### src/rtl/field_extractor.sv
// field_extractor: takes one FIELD_SIZE-bit header field from a fixed byte offset of each packet.
// Define FIELD_EXTRACTOR_ETHERTYPE_FILTER_EN to emit only packets whose EtherType equals ETHERTYPE.
module field_extractor #(
  parameter int          FIELD_SIZE   = 16,
  parameter int          FIELD_OFFSET = 18,
  parameter int          DATA_BYTES   = 4,
  parameter logic [15:0] ETHERTYPE    = 16'h0800
) (
  input  logic                    sys_clk,
  input  logic                    reset_n,
  input  logic                    in_valid,
  input  logic                    in_sop,
  input  logic                    in_eop,
  input  logic [8*DATA_BYTES-1:0] in_data,
  output logic                    valid,
  output logic [FIELD_SIZE-1:0]   field,
  output logic [15:0]             short_count
);

  localparam int FIELD_BYTES = FIELD_SIZE / 8;
  localparam int FIELD_END   = FIELD_OFFSET + FIELD_BYTES;
  localparam int BEAT_W      = $clog2(FIELD_OFFSET / DATA_BYTES + FIELD_BYTES) + 1;

  localparam logic [BEAT_W-1:0] LAST_BEAT = BEAT_W'((FIELD_END - 1) / DATA_BYTES);
  localparam logic [BEAT_W-1:0] BEAT_SAT  = '1;

  if (FIELD_SIZE < 8 || FIELD_SIZE % 8 != 0) begin : g_bad_field_size
    $error("field_extractor: FIELD_SIZE must be a non-zero multiple of 8");
  end
  if (DATA_BYTES < 1 || (DATA_BYTES & (DATA_BYTES - 1)) != 0) begin : g_bad_data_bytes
    $error("field_extractor: DATA_BYTES must be a power of 2");
  end

  typedef enum logic [1:0] {
    IDLE,
    COLLECT,
    SKIP
  } state_t;

  state_t                state;
  logic [BEAT_W-1:0]     beat_idx;
  logic [BEAT_W-1:0]     cur_beat;
  logic [FIELD_SIZE-1:0] asm_q;
  logic [FIELD_SIZE-1:0] asm_next;
  logic                  active;
  logic                  field_done;
  logic                  reject;

  function automatic int byte_pos(input logic [BEAT_W-1:0] beat, input int j);
    return int'(beat) * DATA_BYTES + j;
  endfunction

  // A sop beat always restarts at beat 0, whatever state the FSM is in.
  assign active     = in_valid & (in_sop | (state == COLLECT));
  assign cur_beat   = in_sop ? '0 : beat_idx;
  assign field_done = (cur_beat == LAST_BEAT);

  // NOTE: every always_comb output gets a default first, so no path can infer a latch.
  always_comb begin
    asm_next = asm_q;
    for (int j = 0; j < DATA_BYTES; j++) begin
      if (byte_pos(cur_beat, j) >= FIELD_OFFSET && byte_pos(cur_beat, j) < FIELD_END) begin
        asm_next[8*(FIELD_END - byte_pos(cur_beat, j)) - 1 -: 8] = in_data[8*(DATA_BYTES-j)-1 -: 8];
      end
    end
  end

  // NOTE: the assembly register has no reset; each byte is rewritten before it can reach field.
  always_ff @(posedge sys_clk) begin
    if (active) asm_q <= asm_next;
  end

`ifdef FIELD_EXTRACTOR_ETHERTYPE_FILTER_EN
  localparam logic [BEAT_W-1:0] ET_BEAT = BEAT_W'(13 / DATA_BYTES);

  if (FIELD_OFFSET < 14) begin : g_bad_offset
    $error("field_extractor: FIELD_OFFSET must be >= 14 with the EtherType filter");
  end

  logic [15:0] etype_q;
  logic [15:0] etype_next;

  always_comb begin
    etype_next = etype_q;
    for (int j = 0; j < DATA_BYTES; j++) begin
      if (byte_pos(cur_beat, j) == 12 || byte_pos(cur_beat, j) == 13) begin
        etype_next[8*(14 - byte_pos(cur_beat, j)) - 1 -: 8] = in_data[8*(DATA_BYTES-j)-1 -: 8];
      end
    end
  end

  always_ff @(posedge sys_clk) begin
    if (active) etype_q <= etype_next;
  end

  // Judged on the beat carrying byte 13; this wins even if the field completes on the same beat.
  assign reject = (cur_beat == ET_BEAT) && (etype_next != ETHERTYPE);
`else
  logic unused_ethertype;
  assign unused_ethertype = ^ETHERTYPE;
  assign reject           = 1'b0;
`endif

  // NOTE: sequential state uses non-blocking assignments so all flops update from pre-edge values.
  always_ff @(posedge sys_clk or negedge reset_n) begin
    if (!reset_n) begin
      state       <= IDLE;
      beat_idx    <= '0;
      valid       <= 1'b0;
      field       <= '0;
      short_count <= '0;
    end else begin
      valid <= 1'b0;
      if (active) begin
        beat_idx <= '0;
        if (reject) begin
          state <= in_eop ? IDLE : SKIP;
        end else if (field_done) begin
          valid <= 1'b1;
          field <= asm_next;
          state <= in_eop ? IDLE : SKIP;
        end else if (in_eop) begin
          if (short_count != 16'hFFFF) short_count <= short_count + 16'd1;
          state <= IDLE;
        end else begin
          state    <= COLLECT;
          beat_idx <= (cur_beat == BEAT_SAT) ? cur_beat : cur_beat + 1'b1;
        end
      end else if (in_valid && in_eop && state == SKIP) begin
        state <= IDLE;
      end
    end
  end

endmodule

### config.mk
export PLATFORM = sky130hd
export DESIGN_NAME = field_extractor
export DESIGN_NICKNAME = d
export VERILOG_FILES = /design/src/rtl/field_extractor.sv
export SDC_FILE = /design/constraint.sdc
export NUM_CORES = 1
export LEC_CHECK = 0
export ABC_AREA = 1
export CAP_MARGIN = 5
export CELL_PAD_IN_SITES_DETAIL_PLACEMENT = 0
export CELL_PAD_IN_SITES_GLOBAL_PLACEMENT = 1
export CORE_MARGIN = 4
export CORE_UTILIZATION = 40
export CTS_CLUSTER_DIAMETER = 100
export CTS_CLUSTER_SIZE = 40
export DETAILED_ROUTE_END_ITERATION = 6
export GPL_ROUTABILITY_DRIVEN = 0
export MAX_ROUTING_LAYER = met4
export PLACE_DENSITY_LB_ADDON = 0.25
export SYNTH_ARGS = -nofsm -noshare
export SYNTH_HDL_FRONTEND = slang
export SYNTH_SLANG_ARGS = --single-unit
### constraint.sdc
create_clock -name sys_clk -period 3.7 [get_ports sys_clk]
set_input_delay 0.74 -clock sys_clk [delete_from_list [all_inputs] [get_ports sys_clk]]
set_output_delay 0.74 -clock sys_clk [all_outputs]
set_load 0.005 [all_outputs]
==> report_table.html <==
<table>
<tr><th>Metric</th><th>Value</th></tr>
<tr><th colspan="2">Clock tree</th></tr>
<tr><td>Count of H-tree levels built during CTS</td><td>2</td></tr>
<tr><td>Root buffer selected by CTS</td><td>clkbuf_8</td></tr>
<tr><td>Worst-Skew Late Latency</td><td>roughly 310 ps</td></tr>
<tr><td>Hold bufs inserted after CTS</td><td>0</td></tr>
<tr><td>Setup Fix Bufs, Post-CTS</td><td>0</td></tr>
<tr><td>Clock tree from TritonCTS</td><td>done</td></tr>
<tr><td>Num CTS Buffers</td><td>5</td></tr>
<tr><td>Sink count of the clock tree</td><td>55</td></tr>
<tr><td>Cells resized by post-CTS repair</td><td>0</td></tr>
<tr><td>Max Root-Sink Buffers</td><td>2</td></tr>
<tr><td>Clock input transition at the sequential cells of the worst setup and hold paths</td><td>about 100 ps</td></tr>
<tr><th colspan="2">Critical path</th></tr>
<tr><td>Crit. Startpoint</td><td>in_sop</td></tr>
<tr><td>Maximum fanout along the worst path</td><td>16</td></tr>
<tr><td>Category of the worst setup path launch point</td><td>input pin</td></tr>
<tr><td>Worst path depth</td><td>10</td></tr>
<tr><td>Startpoint of the worst-slack reg-to-reg timing path</td><td>beat_idx[0]</td></tr>
<tr><td>Kind of end point of the critical path</td><td>register</td></tr>
<tr><td>CP max stage delay</td><td>around 530 ps</td></tr>
<tr><td>Flop2flop setup slack</td><td>~1700 ps</td></tr>
<tr><td>Buffer and inverter count on the worst path</td><td>4</td></tr>
<tr><td>Required time reported for the critical path endpoint</td><td>around 3800 ps</td></tr>
<tr><td>Endpoint of the worst-slack reg-to-reg timing path</td><td>asm_q[15]</td></tr>
<tr><td>Critical path start-end classification</td><td>in2reg</td></tr>
<tr><td>Slowest cell on crit path</td><td>clkdlybuf4s50_1</td></tr>
<tr><td>CP Cell Sequence</td><td>clkdlybuf4s50_1 &gt; inv_4 &gt; nand2_4 &gt; inv_1 &gt; ha_1 &gt; clkinv_1 &gt; nand3_2 &gt; nor2_4 &gt; nand3_1 &gt; and2_1</td></tr>
<tr><td>Number of cells on the worst reg-to-reg path</td><td>8</td></tr>
<tr><td>Critical path's top delay family</td><td>simple AND/OR/NAND/NOR gates</td></tr>
<tr><td>Arrival time reported for the critical path endpoint</td><td>about 2700 ps</td></tr>
<tr><td>Crit path to</td><td>asm_q[15]</td></tr>
<tr><th colspan="2">Floorplan</th></tr>
<tr><td>Core area</td><td>around 0.0077 mm²</td></tr>
<tr><td>IO Count</td><td>70</td></tr>
<tr><td>Die ar.</td><td>0.00936 mm²</td></tr>
<tr><td>Die extent in y</td><td>96.8 µm</td></tr>
<tr><td>Row count</td><td>32</td></tr>
<tr><td>Width of the chip</td><td>approximately 97 µm</td></tr>
<tr><td>Initial core utilization</td><td>between 40% and 50%</td></tr>
<tr><th colspan="2">Timing</th></tr>
<tr><td>Worst Hold Slack</td><td>between 400 and 500 ps</td></tr>
<tr><td>Setup violation total in the final timing report</td><td>0</td></tr>
<tr><td>Setup repair after global routing missed its margin</td><td>false</td></tr>
<tr><td>Relative slew slack</td><td>between 30% and 40%</td></tr>
<tr><td>Highest clock rate</td><td>about 370 MHz</td></tr>
<tr><td>Final setup skew</td><td>7.08 ps</td></tr>
<tr><td>Final-report max-slew violation count</td><td>0</td></tr>
<tr><td>Setup TNS Final</td><td>0 ps</td></tr>
<tr><td>Worst-margin pin slew</td><td>~940 ps</td></tr>
<tr><td>Final Critical Period</td><td>around 2700 ps</td></tr>
<tr><td>Final Hold Violating Endpoints</td><td>0</td></tr>
<tr><td>Portion of the clock cycle consumed by the worst path in the final layout</td><td>a little over 70%</td></tr>
<tr><th colspan="2">Global route</th></tr>
<tr><td>Total congestion overflow after global routing</td><td>0</td></tr>
<tr><td>Overall fraction of global-route tracks in use</td><td>16.0%</td></tr>
<tr><td>Routing layer with the top usage in global route</td><td>met2</td></tr>
<tr><td>Met2 track demand over resource in global routing</td><td>between 20% and 30%</td></tr>
<tr><td>Met1 demand-to-capacity share in global routing</td><td>a little over a fifth</td></tr>
<tr><td>Global-route wire length before repair</td><td>12.1 mm</td></tr>
<tr><td>GR met3 Demand/Resource</td><td>3.17%</td></tr>
<tr><td>Maximum number of pins on one net before global-route repair</td><td>40</td></tr>
<tr><td>Via count of the first global-routing pass</td><td>2487</td></tr>
<tr><td>Initial antenna violation count</td><td>0</td></tr>
<tr><th colspan="2">Logic synthesis</th></tr>
<tr><td>Post-synthesis instance total</td><td>a little under 400</td></tr>
<tr><td>Dominant cell type by area after synthesis</td><td>dfrtp_1</td></tr>
<tr><td>Number of distinct library cells after synthesis</td><td>28</td></tr>
<tr><td>Post-synthesis net count</td><td>432</td></tr>
<tr><td>Synth Register Bits</td><td>55</td></tr>
<tr><td>Synthesized area</td><td>0.00315 mm²</td></tr>
<tr><td>Post-synth top area share</td><td>a little under a third</td></tr>
<tr><td>Area contributors post-synth</td><td>dfrtp_1, nand2_1, edfxtp_1, nand3_1, inv_1</td></tr>
<tr><td>Sequential-to-total area share from yosys stat</td><td>46.2%</td></tr>
<tr><td>Synthesis Warnings</td><td>0</td></tr>
<tr><td>Mean instance size in the synthesized netlist</td><td>approximately 8 µm²</td></tr>
<tr><th colspan="2">Detailed routing</th></tr>
<tr><td>DRC</td><td>0</td></tr>
<tr><td>Drt wl/cell</td><td>~13 µm</td></tr>
<tr><td>Vias per cell</td><td>roughly 4.7</td></tr>
<tr><td>Number of detailed-route iterations in the first pass</td><td>4</td></tr>
<tr><td>Routed Wire Length</td><td>about 6.9 mm</td></tr>
<tr><td>Number of DRC markers after the initial detailed-route iteration</td><td>76</td></tr>
<tr><td>Total vias in the final route</td><td>approximately 2600</td></tr>
<tr><td>Number of nets with antenna violations after routing</td><td>0</td></tr>
<tr><th colspan="2">Power</th></tr>
<tr><td>Clock share of power</td><td>about 28%</td></tr>
<tr><td>Share of total power in sequential cells</td><td>between 50% and 60%</td></tr>
<tr><td>Logic gate share of total power</td><td>21.0%</td></tr>
<tr><td>Sw frac</td><td>28.5%</td></tr>
<tr><td>Worst VDD drop</td><td>~0.23 mV</td></tr>
<tr><td>Total power divided by cell area</td><td>375 mW/mm²</td></tr>
<tr><td>Internal power consumption</td><td>about 0.0010 W</td></tr>
<tr><td>Net switching power</td><td>0.000411 W</td></tr>
<tr><td>Leakage power of the design</td><td>~1.8 nW</td></tr>
<tr><th colspan="2">Run</th></tr>
<tr><td>Max-cap check violation count</td><td>0</td></tr>
<tr><th colspan="2">Cells and area</th></tr>
<tr><td>Share of final-layout standard cells stronger than drive strength 1</td><td>a little over a tenth</td></tr>
<tr><td>Post-Layout Cell Count</td><td>approximately 550</td></tr>
<tr><td>Non-Filler Cell Area, Final</td><td>~0.0038 mm²</td></tr>
<tr><td>Final-layout fill cell count</td><td>between 700 and 800</td></tr>
<tr><td>Inserted Diodes</td><td>0</td></tr>
<tr><td>Final-stage net count</td><td>485</td></tr>
<tr><td>Area taken by flip-flops and latches</td><td>0.00146 mm²</td></tr>
<tr><td>Area used by multi-input combinational logic</td><td>between 0.001 and 0.0015 mm²</td></tr>
<tr><td>Area grow syn2layout</td><td>22.1%</td></tr>
<tr><th colspan="2">Hold path</th></tr>
<tr><td>Hold Crit Start</td><td>field[12]</td></tr>
<tr><td>Worst min path class</td><td>reg2reg</td></tr>
<tr><td>Depth of the worst hold-timing path</td><td>2</td></tr>
<tr><th colspan="2">Place</th></tr>
<tr><td>Placed standard-cell area</td><td>about 0.0037 mm²</td></tr>
<tr><td>Post-detail-place hpwl</td><td>roughly 4.8 mm</td></tr>
<tr><td>Placed cells</td><td>between 500 and 600</td></tr>
<tr><td>PortBufs</td><td>53</td></tr>
<tr><th colspan="2">Run status</th></tr>
<tr><td>Outcome</td><td>finished clean</td></tr>
</table>
==> Yosys cell counts, drive strengths merged <==
| cell type | number |
|---|---|
| o21ai | 6 |
| xor2 | 2 |
| dfrtp | 39 |
| and2 | 16 |
| nand3 | 52 |
| nor2 | 28 |
| nand2 | 163 |
| a21oi | 2 |
| o22ai | 1 |
| ha | 3 |
| nand4 | 7 |
| clkinv | 3 |
| inv | 41 |
| edfxtp | 16 |
| buf | 7 |
| xnor2 | 5 |
| clkbuf | 1 |
==> worst min path at each step <==
stage / endpoint / slack, ps
2_1_floorplan: beat_idx[0] / 440
3_3_place_gp: field[11] / 460
3_5_place_dp: field[12] / 470
4_1_cts: field[12] / 490
5_1_grt: field[13] / 500
6_report: field[12] / 490
==> cell usage in the layout, fill, tap and decap left out, drive strengths merged <==
cell type | synthesis | routed
a21oi | 2 | 2
and2 | 16 | 16
buf | 7 | 2
bufinv | 0 | 1
clkbuf | 1 | 6
clkdlybuf4s50 | 0 | 52
clkinv | 3 | 3
clkinvlp | 0 | 1
dfrtp | 39 | 39
edfxtp | 16 | 16
ha | 3 | 3
inv | 41 | 41
nand2 | 163 | 163
nand3 | 52 | 52
nand4 | 7 | 7
nor2 | 28 | 28
o21ai | 6 | 6
o22ai | 1 | 1
xnor2 | 5 | 5
xor2 | 2 | 2
==> power by group through the flow <==
stage / sequential [W] / clock [W] / combinational [W]
2_1_floorplan: 0.000742 / 0 / 0.000173
3_3_place_gp: 0.000745 / 0 / 0.000305
3_5_place_dp: 0.000746 / 0 / 0.000306
4_1_cts: 0.000734 / 0.000424 / 0.000309
5_1_grt: 0.000743 / 0.000441 / 0.000339
6_report: 0.000733 / 0.000405 / 0.000303
==> cell families after synthesis <==
logic type	after synthesis	share of synthesized area, %
adder cells (fa/ha/maj)	3	1.19
buffers and inverters	52	7.86
flip-flops	55	46.2
XOR/XNOR	7	1.95
AO/OA/AOI/OAI	9	1.47
AND/OR/NAND/NOR	266	41.3
==> cell type report <==
class	instances	area share [%]
Clock inverter	2	0.976
Multi-Input combinational cell	285	37.6
Tap cell	102	3.32
Inverter	44	4.49
Sequential cell	55	37.9
Clock buffer	6	1.89
Timing Repair Buffer	54	13.9
==> sequential cells by signal, indices dropped and copies added (netlist names) <==
| register | count |
|---|---|
| valid | 1 |
| short_count | 16 |
| beat_idx | 4 |
| state | 2 |
| field | 16 |
| asm_q | 16 |
==> tightest hold or removal path: stages (launching register included) <==
cell     delay (ps)
dfrtp_1         350
nand2_1          50
nand2_1          50
==> per-layer routing <==
layer	routed length, µm	vias up
li1	-	1342
met1	3480	1173
met4	69	0
met3	249	6
met5	0	-
met2	3130	43
==> stage by stage <==
step	total power (W)	setup WS [ps]	util, %
after floorplan	0.000915	1480	-
after global placement	0.00105	709	48.6
after detailed placement	0.00105	709	48.6
after CTS	0.00147	1040	50.0
after global routing	0.00152	932	50.0
final	0.00144	1030	50.0
Note: power is estimated with default switching activity, not from simulation.
